[src/rtl/boot_ctrl_if.sv]
//------------------------------------------------------------------------------
// boot_ctrl_if : host loader, CPU memory port and shared memory bus bundle
// Revision     : 1.0
//------------------------------------------------------------------------------
`default_nettype none

interface boot_ctrl_if;
  logic        host_valid;
  logic        host_ready;
  logic        host_we;
  logic [12:0] host_addr;
  logic [7:0]  host_wdata;
  logic [7:0]  host_rdata;
  logic        host_rvalid;

  logic        cpu_rst_n;
  logic        cpu_rd;
  logic        cpu_wr;
  logic        cpu_halt;
  logic [12:0] cpu_addr;
  logic [7:0]  cpu_wdata;

  logic        mem_rd;
  logic        mem_wr;
  logic [12:0] mem_addr;
  logic [7:0]  mem_wdata;
  logic [7:0]  mem_rdata;

  // Controller side
  modport slave (
    input  host_valid, host_we, host_addr, host_wdata,
    output host_ready, host_rdata, host_rvalid,
    output cpu_rst_n,
    input  cpu_rd, cpu_wr, cpu_halt, cpu_addr, cpu_wdata,
    output mem_rd, mem_wr, mem_addr, mem_wdata,
    input  mem_rdata
  );

  // Environment side: host loader, CPU core and memory
  modport master (
    output host_valid, host_we, host_addr, host_wdata,
    input  host_ready, host_rdata, host_rvalid,
    input  cpu_rst_n,
    output cpu_rd, cpu_wr, cpu_halt, cpu_addr, cpu_wdata,
    input  mem_rd, mem_wr, mem_addr, mem_wdata,
    output mem_rdata
  );
endinterface

`default_nettype wire

[src/rtl/boot_ctrl.sv]
//------------------------------------------------------------------------------
// boot_ctrl : LOAD/RUN/DONE sequencer owning the CPU reset and memory mux
// Revision  : 1.0
//------------------------------------------------------------------------------
`default_nettype none

module boot_ctrl #(
  parameter int unsigned MAX_CYCLES = 65535,
  parameter int unsigned CNT_W      = 16
) (
  input  wire logic             sys_clk,
  input  wire logic             rst_n,
  input  wire logic             start,
  input  wire logic             abort,
  boot_ctrl_if.slave            bus,
  output logic                  busy,
  output logic                  done,
  output logic                  timeout,
  output logic [CNT_W-1:0]      cycle_cnt
);

  typedef enum logic [1:0] {
    ST_LOAD = 2'd0,
    ST_RUN  = 2'd1,
    ST_DONE = 2'd2
  } state_t;

  localparam logic [CNT_W-1:0] LAST_CNT = CNT_W'(MAX_CYCLES - 1);

  state_t             state_q,   state_d;
  logic [CNT_W-1:0]   cnt_q,     cnt_d;
  logic               timeout_q, timeout_d;
  logic               hwr_q,     hwr_d;
  logic               hrd_q,     hrd_d;
  logic [12:0]        haddr_q,   haddr_d;
  logic [7:0]         hwdata_q,  hwdata_d;
  logic               rd_pend_q, rd_pend_d;
  logic               rvalid_q,  rvalid_d;
  logic [7:0]         rdata_q,   rdata_d;

  logic               run;
  logic               rd_busy;
  logic               host_ready;
  logic               accept;

  assign run        = (state_q == ST_RUN);
  // A read stays in flight from acceptance until the cycle its data is presented
  assign rd_busy    = hrd_q | rd_pend_q;
  assign host_ready = !run && !rd_busy && !start;
  assign accept     = bus.host_valid && host_ready;

  always_ff @(posedge sys_clk or negedge rst_n) begin
    if (!rst_n) begin
      state_q   <= ST_LOAD;
      cnt_q     <= '0;
      timeout_q <= 1'b0;
      hwr_q     <= 1'b0;
      hrd_q     <= 1'b0;
      haddr_q   <= '0;
      hwdata_q  <= '0;
      rd_pend_q <= 1'b0;
      rvalid_q  <= 1'b0;
      rdata_q   <= '0;
    end else begin
      state_q   <= state_d;
      cnt_q     <= cnt_d;
      timeout_q <= timeout_d;
      hwr_q     <= hwr_d;
      hrd_q     <= hrd_d;
      haddr_q   <= haddr_d;
      hwdata_q  <= hwdata_d;
      rd_pend_q <= rd_pend_d;
      rvalid_q  <= rvalid_d;
      rdata_q   <= rdata_d;
    end
  end

  always_comb begin
    state_d   = state_q;
    cnt_d     = cnt_q;
    timeout_d = timeout_q;
    hwr_d     = 1'b0;
    hrd_d     = 1'b0;
    haddr_d   = haddr_q;
    hwdata_d  = hwdata_q;
    // Synchronous memory: data is valid the cycle after the read strobe
    rd_pend_d = hrd_q;
    rvalid_d  = rd_pend_q;
    rdata_d   = rd_pend_q ? bus.mem_rdata : rdata_q;

    unique case (state_q)
      ST_LOAD, ST_DONE: begin
        if (start && !rd_busy) begin
          state_d   = ST_RUN;
          cnt_d     = '0;
          timeout_d = 1'b0;
        end
        if (accept) begin
          haddr_d  = bus.host_addr;
          hwdata_d = bus.host_wdata;
          hwr_d    = bus.host_we;
          hrd_d    = !bus.host_we;
        end
      end
      ST_RUN: begin
        cnt_d = cnt_q + CNT_W'(1);
        // Halt and abort take priority over the limit so timeout stays clear
        if (bus.cpu_halt || abort) begin
          state_d = ST_DONE;
        end else if (cnt_q == LAST_CNT) begin
          state_d   = ST_DONE;
          timeout_d = 1'b1;
        end
      end
      default: state_d = ST_LOAD;
    endcase
  end

  assign bus.host_ready  = host_ready;
  assign bus.host_rdata  = rdata_q;
  assign bus.host_rvalid = rvalid_q;
  assign bus.cpu_rst_n   = run;

  assign bus.mem_rd    = run ? bus.cpu_rd    : hrd_q;
  assign bus.mem_wr    = run ? bus.cpu_wr    : hwr_q;
  assign bus.mem_addr  = run ? bus.cpu_addr  : haddr_q;
  assign bus.mem_wdata = run ? bus.cpu_wdata : hwdata_q;

  assign busy      = run;
  assign done      = (state_q == ST_DONE);
  assign timeout   = timeout_q;
  assign cycle_cnt = cnt_q;

endmodule

`default_nettype wire
[src/flat_wrapper.sv]
// flat-port wrapper written by rule: the top's interface ports become plain ports
module boot_ctrl_flat 
#(
  parameter int unsigned MAX_CYCLES = 65535,
  parameter int unsigned CNT_W      = 16
)
  (sys_clk, rst_n, start, abort, busy, done, timeout, cycle_cnt, bus_host_valid, bus_host_we, bus_host_addr, bus_host_wdata, bus_host_ready, bus_host_rdata, bus_host_rvalid, bus_cpu_rst_n, bus_cpu_rd, bus_cpu_wr, bus_cpu_halt, bus_cpu_addr, bus_cpu_wdata, bus_mem_rd, bus_mem_wr, bus_mem_addr, bus_mem_wdata, bus_mem_rdata);
  boot_ctrl_if bus_i ();
  input  wire logic sys_clk;
  input  wire logic rst_n;
  input  wire logic start;
  input  wire logic abort;
  output logic busy;
  output logic done;
  output logic timeout;
  output logic [CNT_W-1:0] cycle_cnt;
  input wire logic [$bits(bus_i.host_valid)-1:0] bus_host_valid;
  input wire logic [$bits(bus_i.host_we)-1:0] bus_host_we;
  input wire logic [$bits(bus_i.host_addr)-1:0] bus_host_addr;
  input wire logic [$bits(bus_i.host_wdata)-1:0] bus_host_wdata;
  output wire logic [$bits(bus_i.host_ready)-1:0] bus_host_ready;
  output wire logic [$bits(bus_i.host_rdata)-1:0] bus_host_rdata;
  output wire logic [$bits(bus_i.host_rvalid)-1:0] bus_host_rvalid;
  output wire logic [$bits(bus_i.cpu_rst_n)-1:0] bus_cpu_rst_n;
  input wire logic [$bits(bus_i.cpu_rd)-1:0] bus_cpu_rd;
  input wire logic [$bits(bus_i.cpu_wr)-1:0] bus_cpu_wr;
  input wire logic [$bits(bus_i.cpu_halt)-1:0] bus_cpu_halt;
  input wire logic [$bits(bus_i.cpu_addr)-1:0] bus_cpu_addr;
  input wire logic [$bits(bus_i.cpu_wdata)-1:0] bus_cpu_wdata;
  output wire logic [$bits(bus_i.mem_rd)-1:0] bus_mem_rd;
  output wire logic [$bits(bus_i.mem_wr)-1:0] bus_mem_wr;
  output wire logic [$bits(bus_i.mem_addr)-1:0] bus_mem_addr;
  output wire logic [$bits(bus_i.mem_wdata)-1:0] bus_mem_wdata;
  input wire logic [$bits(bus_i.mem_rdata)-1:0] bus_mem_rdata;
  assign bus_i.host_valid = bus_host_valid;
  assign bus_i.host_we = bus_host_we;
  assign bus_i.host_addr = bus_host_addr;
  assign bus_i.host_wdata = bus_host_wdata;
  assign bus_host_ready = bus_i.host_ready;
  assign bus_host_rdata = bus_i.host_rdata;
  assign bus_host_rvalid = bus_i.host_rvalid;
  assign bus_cpu_rst_n = bus_i.cpu_rst_n;
  assign bus_i.cpu_rd = bus_cpu_rd;
  assign bus_i.cpu_wr = bus_cpu_wr;
  assign bus_i.cpu_halt = bus_cpu_halt;
  assign bus_i.cpu_addr = bus_cpu_addr;
  assign bus_i.cpu_wdata = bus_cpu_wdata;
  assign bus_mem_rd = bus_i.mem_rd;
  assign bus_mem_wr = bus_i.mem_wr;
  assign bus_mem_addr = bus_i.mem_addr;
  assign bus_mem_wdata = bus_i.mem_wdata;
  assign bus_i.mem_rdata = bus_mem_rdata;
  boot_ctrl #(.MAX_CYCLES(MAX_CYCLES), .CNT_W(CNT_W)) u_core (.sys_clk(sys_clk), .rst_n(rst_n), .start(start), .abort(abort), .bus(bus_i), .busy(busy), .done(done), .timeout(timeout), .cycle_cnt(cycle_cnt));
endmodule
[config.mk]
export PLATFORM = sky130hd
export DESIGN_NAME = boot_ctrl_flat
export DESIGN_NICKNAME = d
export VERILOG_FILES = /design/src/rtl/boot_ctrl_if.sv /design/src/rtl/boot_ctrl.sv /design/src/flat_wrapper.sv
export SDC_FILE = /design/constraint.sdc
export NUM_CORES = 1
export LEC_CHECK = 0
export CORE_MARGIN = 4
export CORE_UTILIZATION = 25
export CTS_BUF_LIST = sky130_fd_sc_hd__clkbuf_8
export CTS_CLUSTER_SIZE = 28
export DETAILED_ROUTE_END_ITERATION = 7
export PLACE_DENSITY = 0.57
export SLEW_MARGIN = 20
export SYNTH_ARGS = -nofsm -noshare
export SYNTH_HDL_FRONTEND = slang
export SYNTH_SLANG_ARGS = --single-unit
[constraint.sdc]
create_clock -name sys_clk -period 1.6 [get_ports sys_clk]
set_input_delay 0.32 -clock sys_clk [delete_from_list [all_inputs] [get_ports sys_clk]]
set_output_delay 0.32 -clock sys_clk [all_outputs]
set_load 0.1 [all_outputs]
==> metrics.csv <==
stage,metric,value,unit
status,status,finished with violations,
status,failing checks,negative setup slack,
timing,Slew Limit Fails,0,
detailed_routing,Final ANT Viol Nets,0,
grt,GR Util met1,0.156,
cts,CTS tree,built,
timing,Final WS setup,-0.163,ns
cells_and_area,Util after Layout,0.476,
run,Max-Cap Viols,0,
timing,Final Hold Vio Count,0,
critical_path,endpoint of the worst register-to-register path,u_core.cycle_cnt[12]$_DFFE_PN0P_,
cells_and_area,n_diodes,0,
place,hpwl dp,5.50,mm
cells_and_area,layout cells sized above 1,0.436,
critical_path,Setup crit end kind,primary output,
detailed_routing,detailed-route wire length per cell,14.6,um
grt,pin count of the biggest net entering global routing,53,
floorplan,Ports,112,
grt,met2 GRT Util,0.198,
logic_synthesis,Area contributors post-synth,"dfrtp_1 50%, nand2_1 12%, mux2_4 10%",
detailed_routing,Post-Route WL,7.44,mm
cts,CTS buffer count,5,
cells_and_area,fillers,934,
timing,period utilization,1.10,
pwr,share of power burned in registers,0.229,
detailed_routing,vias,2229,
timing,Worst Skew,0.00602,ns
logic_synthesis,"Seq/Total Area, Yosys",0.499,
timing,# setup viols final,25,
logic_synthesis,#FFs+latches synth,52,
critical_path,R2R depth,7,
logic_synthesis,most numerous cell in the Yosys netlist,nand2_1,
cts,Root Buffer,clkbuf_8,
pwr,peak supply drop,1.08,mV
floorplan,row count,37,
cts,clk buf depth,2,
timing,min cycle time layout,1.76,ns
pwr,Int Pwr,4040,uW
critical_path,Crit path depth,6,
grt,M3 GR Usage,0.0414,
detailed_routing,post-route DRC violation count,0,
critical_path,worst r2r src,u_core.state_q[1]$_DFFE_PN0P_,
floorplan,Core ar.,10200,sq um
grt,GRT Util Overall,0.122,
critical_path,crit path kind,flop to primary output,
pwr,Sw Pwr,4080,uW
logic_synthesis,Unique masters post-synth,37,
timing,RSZ-0062 raised after global routing,yes,
timing,setup_tns,-3.57,ns
logic_synthesis,"EDFF count, synth",0,
floorplan,full die area,12100,sq um
critical_path,CP Max Fanout,9,
pwr,static leakage,0.00218,uW
critical_path,Worst path slowest cell,dfrtp_1,
pwr,clock power share,0.096,
logic_synthesis,commonest cells in the netlist,"81 x nand2_1, 52 x dfrtp_1, 18 x mux2_4",
cts,H-tree Lvls,2,
pwr,power per cell area,1670,nW/um^2
logic_synthesis,syn_nets,309,
timing,hold slack,0.514,ns
grt,vias in the first global route,2316,
place,dpl cell area,4660,sq um
grt,first-pass GRT wire length,11.6,mm
detailed_routing,drt pass-1 iters,4,
logic_synthesis,Synth Warn #,0,
logic_synthesis,share of the synthesized area in the top cell type,0.499,
cells_and_area,Final nets,434,
cts,clk_lat worst skew,0.31,ns
timing,worst slew pin tran,0.352,ns
cells_and_area,area grow syn2layout,86.9,%
critical_path,Crit path arrival time,1.44,ns
grt,GR peak layer,met2,
timing,maximum clock rate,567,MHz
logic_synthesis,Mapped Area,2610,sq um
critical_path,"Critical Path, Cell by Cell","nand2b_4, inv_6, clkbuf_16, nand2_1, nand2_4, buf_12",
place,RePlAce Congestion,0.759,
place,Setup WS pre-CTS,-0.0878,ns
critical_path,"Data required, critical path",1.28,ns
pwr,Comb pwr share,0.676,
critical_path,Reg2Reg Setup Slack,0.06,ns
place,buffers added on ports,111,
critical_path,Critical Path End,bus_mem_addr[2],
logic_synthesis,asr flop ratio synth,1.00,
critical_path,kind of cell adding the most delay to the critical path,buffers and inverters,
grt,gr ovfl total,0,
critical_path,"Buf+Inv Stages, Crit Path",3,
logic_synthesis,Synth Flop Type,dfrtp_1,
min_path,Worst Hold Class,flop to flop,
logic_synthesis,Mapped Cells,248,
critical_path,CP max stage delay,0.39,ns
floorplan,Starting Density,0.255,
grt,antenna violations before repair,0,
critical_path,crit path from,u_core.state_q[1]$_DFFE_PN0P_,
cells_and_area,area occupied by multi-input gates,1380,sq um
pwr,switch share,0.503,
critical_path,crit path launch type,flop,
detailed_routing,initial drt markers,53,
timing,relative slew slack,0.765,
cts,"Clk pin slew, worst setup/hold paths",0.09,ns
cells_and_area,FF+latch area,1350,sq um
floorplan,die width,110,um
floorplan,Die Y-Extent,110,um
logic_synthesis,Synth Area per Inst,10.5,sq um
cells_and_area,final instance area,4870,sq um
detailed_routing,Vias per Instance,4.37,
cts,clk sinks,52,
min_path,Hold Path Depth,1,
logic_synthesis,Synth area leader,dfrtp_1,
sequential cells by signal (all words and copies together) (netlist names):
| name | count |
|---|---|
| u_core.haddr_q | 13 |
| u_core.cycle_cnt | 16 |
| u_core.bus.host_rvalid | 1 |
| u_core.hwdata_q | 8 |
| u_core.timeout | 1 |
| u_core.state_q | 2 |
| u_core.rd_pend_q | 1 |
| u_core.hrd_q | 1 |
| u_core.hwr_q | 1 |
| u_core.bus.host_rdata | 8 |
layout by cell type (no fill, tap or decap), types with 2 or more instances in the layout:
master | synthesis | layout
o211ai_1 | 3 | 3
nand4_1 | 3 | 3
mux2_2 | 11 | 11
nand2_2 | 0 | 13
dfrtp_2 | 0 | 4
mux2i_1 | 4 | 4
nand2_1 | 81 | 55
buf_12 | 2 | 57
buf_4 | 3 | 13
and3_1 | 4 | 4
o21ai_0 | 11 | 11
o31ai_1 | 3 | 3
nand4_4 | 0 | 2
mux2_4 | 18 | 18
inv_1 | 4 | 6
clkdlybuf4s50_1 | 0 | 57
nand3_1 | 8 | 8
dfrtp_1 | 52 | 37
nand2_4 | 0 | 13
dfrtp_4 | 0 | 11
a31oi_1 | 3 | 3
clkbuf_8 | 0 | 6
nor2_1 | 9 | 9
what timing repair did:
action                     4_1_cts  5_1_grt
pin swaps                        0        5
hold buffers                     1        0
setup buffers                    3        3
gates resized for setup          4       10
hold endpoints to repair         2        0
gates cloned                     0        1
setup endpoints to repair       26       33
per-layer routing:
layer | share of wire | up-vias
met2 | 0.49 | 69
met4 | 0.011 | 0
li1 | - | 1092
met5 | 0 | -
met3 | 0.073 | 9
met1 | 0.43 | 1059
through the flow:
step	cells	power [uW]
after floorplan	248	5280
after global routing	510	8470
after detailed placement	496	7300
after global placement	496	7250
final	510	8120
after CTS	508	8170
worst min-delay path by stage:
| stage | startpoint | to | slack [ns] |
|---|---|---|---|
| finish | u_core.hwdata_q[7]$_DFFE_PN0P_ | u_core.hwdata_q[7]$_DFFE_PN0P_ | 0.51 |
| global placement | rst_n | u_core.cycle_cnt[12]$_DFFE_PN0P_ | 0.34 |
| floorplan | rst_n | u_core.bus.host_rdata[0]$_DFFE_PN0P_ | 0.02 |
| global route | u_core.haddr_q[12]$_DFFE_PN0P_ | u_core.haddr_q[12]$_DFFE_PN0P_ | 0.54 |
| CTS | u_core.haddr_q[0]$_DFFE_PN0P_ | u_core.haddr_q[0]$_DFFE_PN0P_ | 0.52 |
| detailed placement | rst_n | u_core.cycle_cnt[10]$_DFFE_PN0P_ | 0.35 |
power by group through the flow:
stage	logic (uW)	clock network [uW]	registers [uW]
5_1_grt	5690	872	1910
3_5_place_dp	5410	0	1880
4_1_cts	5480	823	1860
2_1_floorplan	2780	0	2490
3_3_place_gp	5370	0	1870
6_report	5490	776	1860
logic make-up after synthesis:
group,synth area share
buffers and inverters,0.0485
AO/OA/AOI/OAI,0.0542
flip-flops,0.499
XOR/XNOR,0.00336
AND/OR/NAND/NOR,0.219
adder cells (fa/ha/maj),0.00960
multiplexers,0.167
area by class of cell:
cell class,instances,share of cell area
clock buffer,6,0.0169
multi-input combinational,178,0.284
clock inverter,2,0.00154
tap,136,0.0349
sequential,52,0.276
inverter,5,0.00488
timing repair buffer,131,0.382
Power figures use the tool's default switching activity.
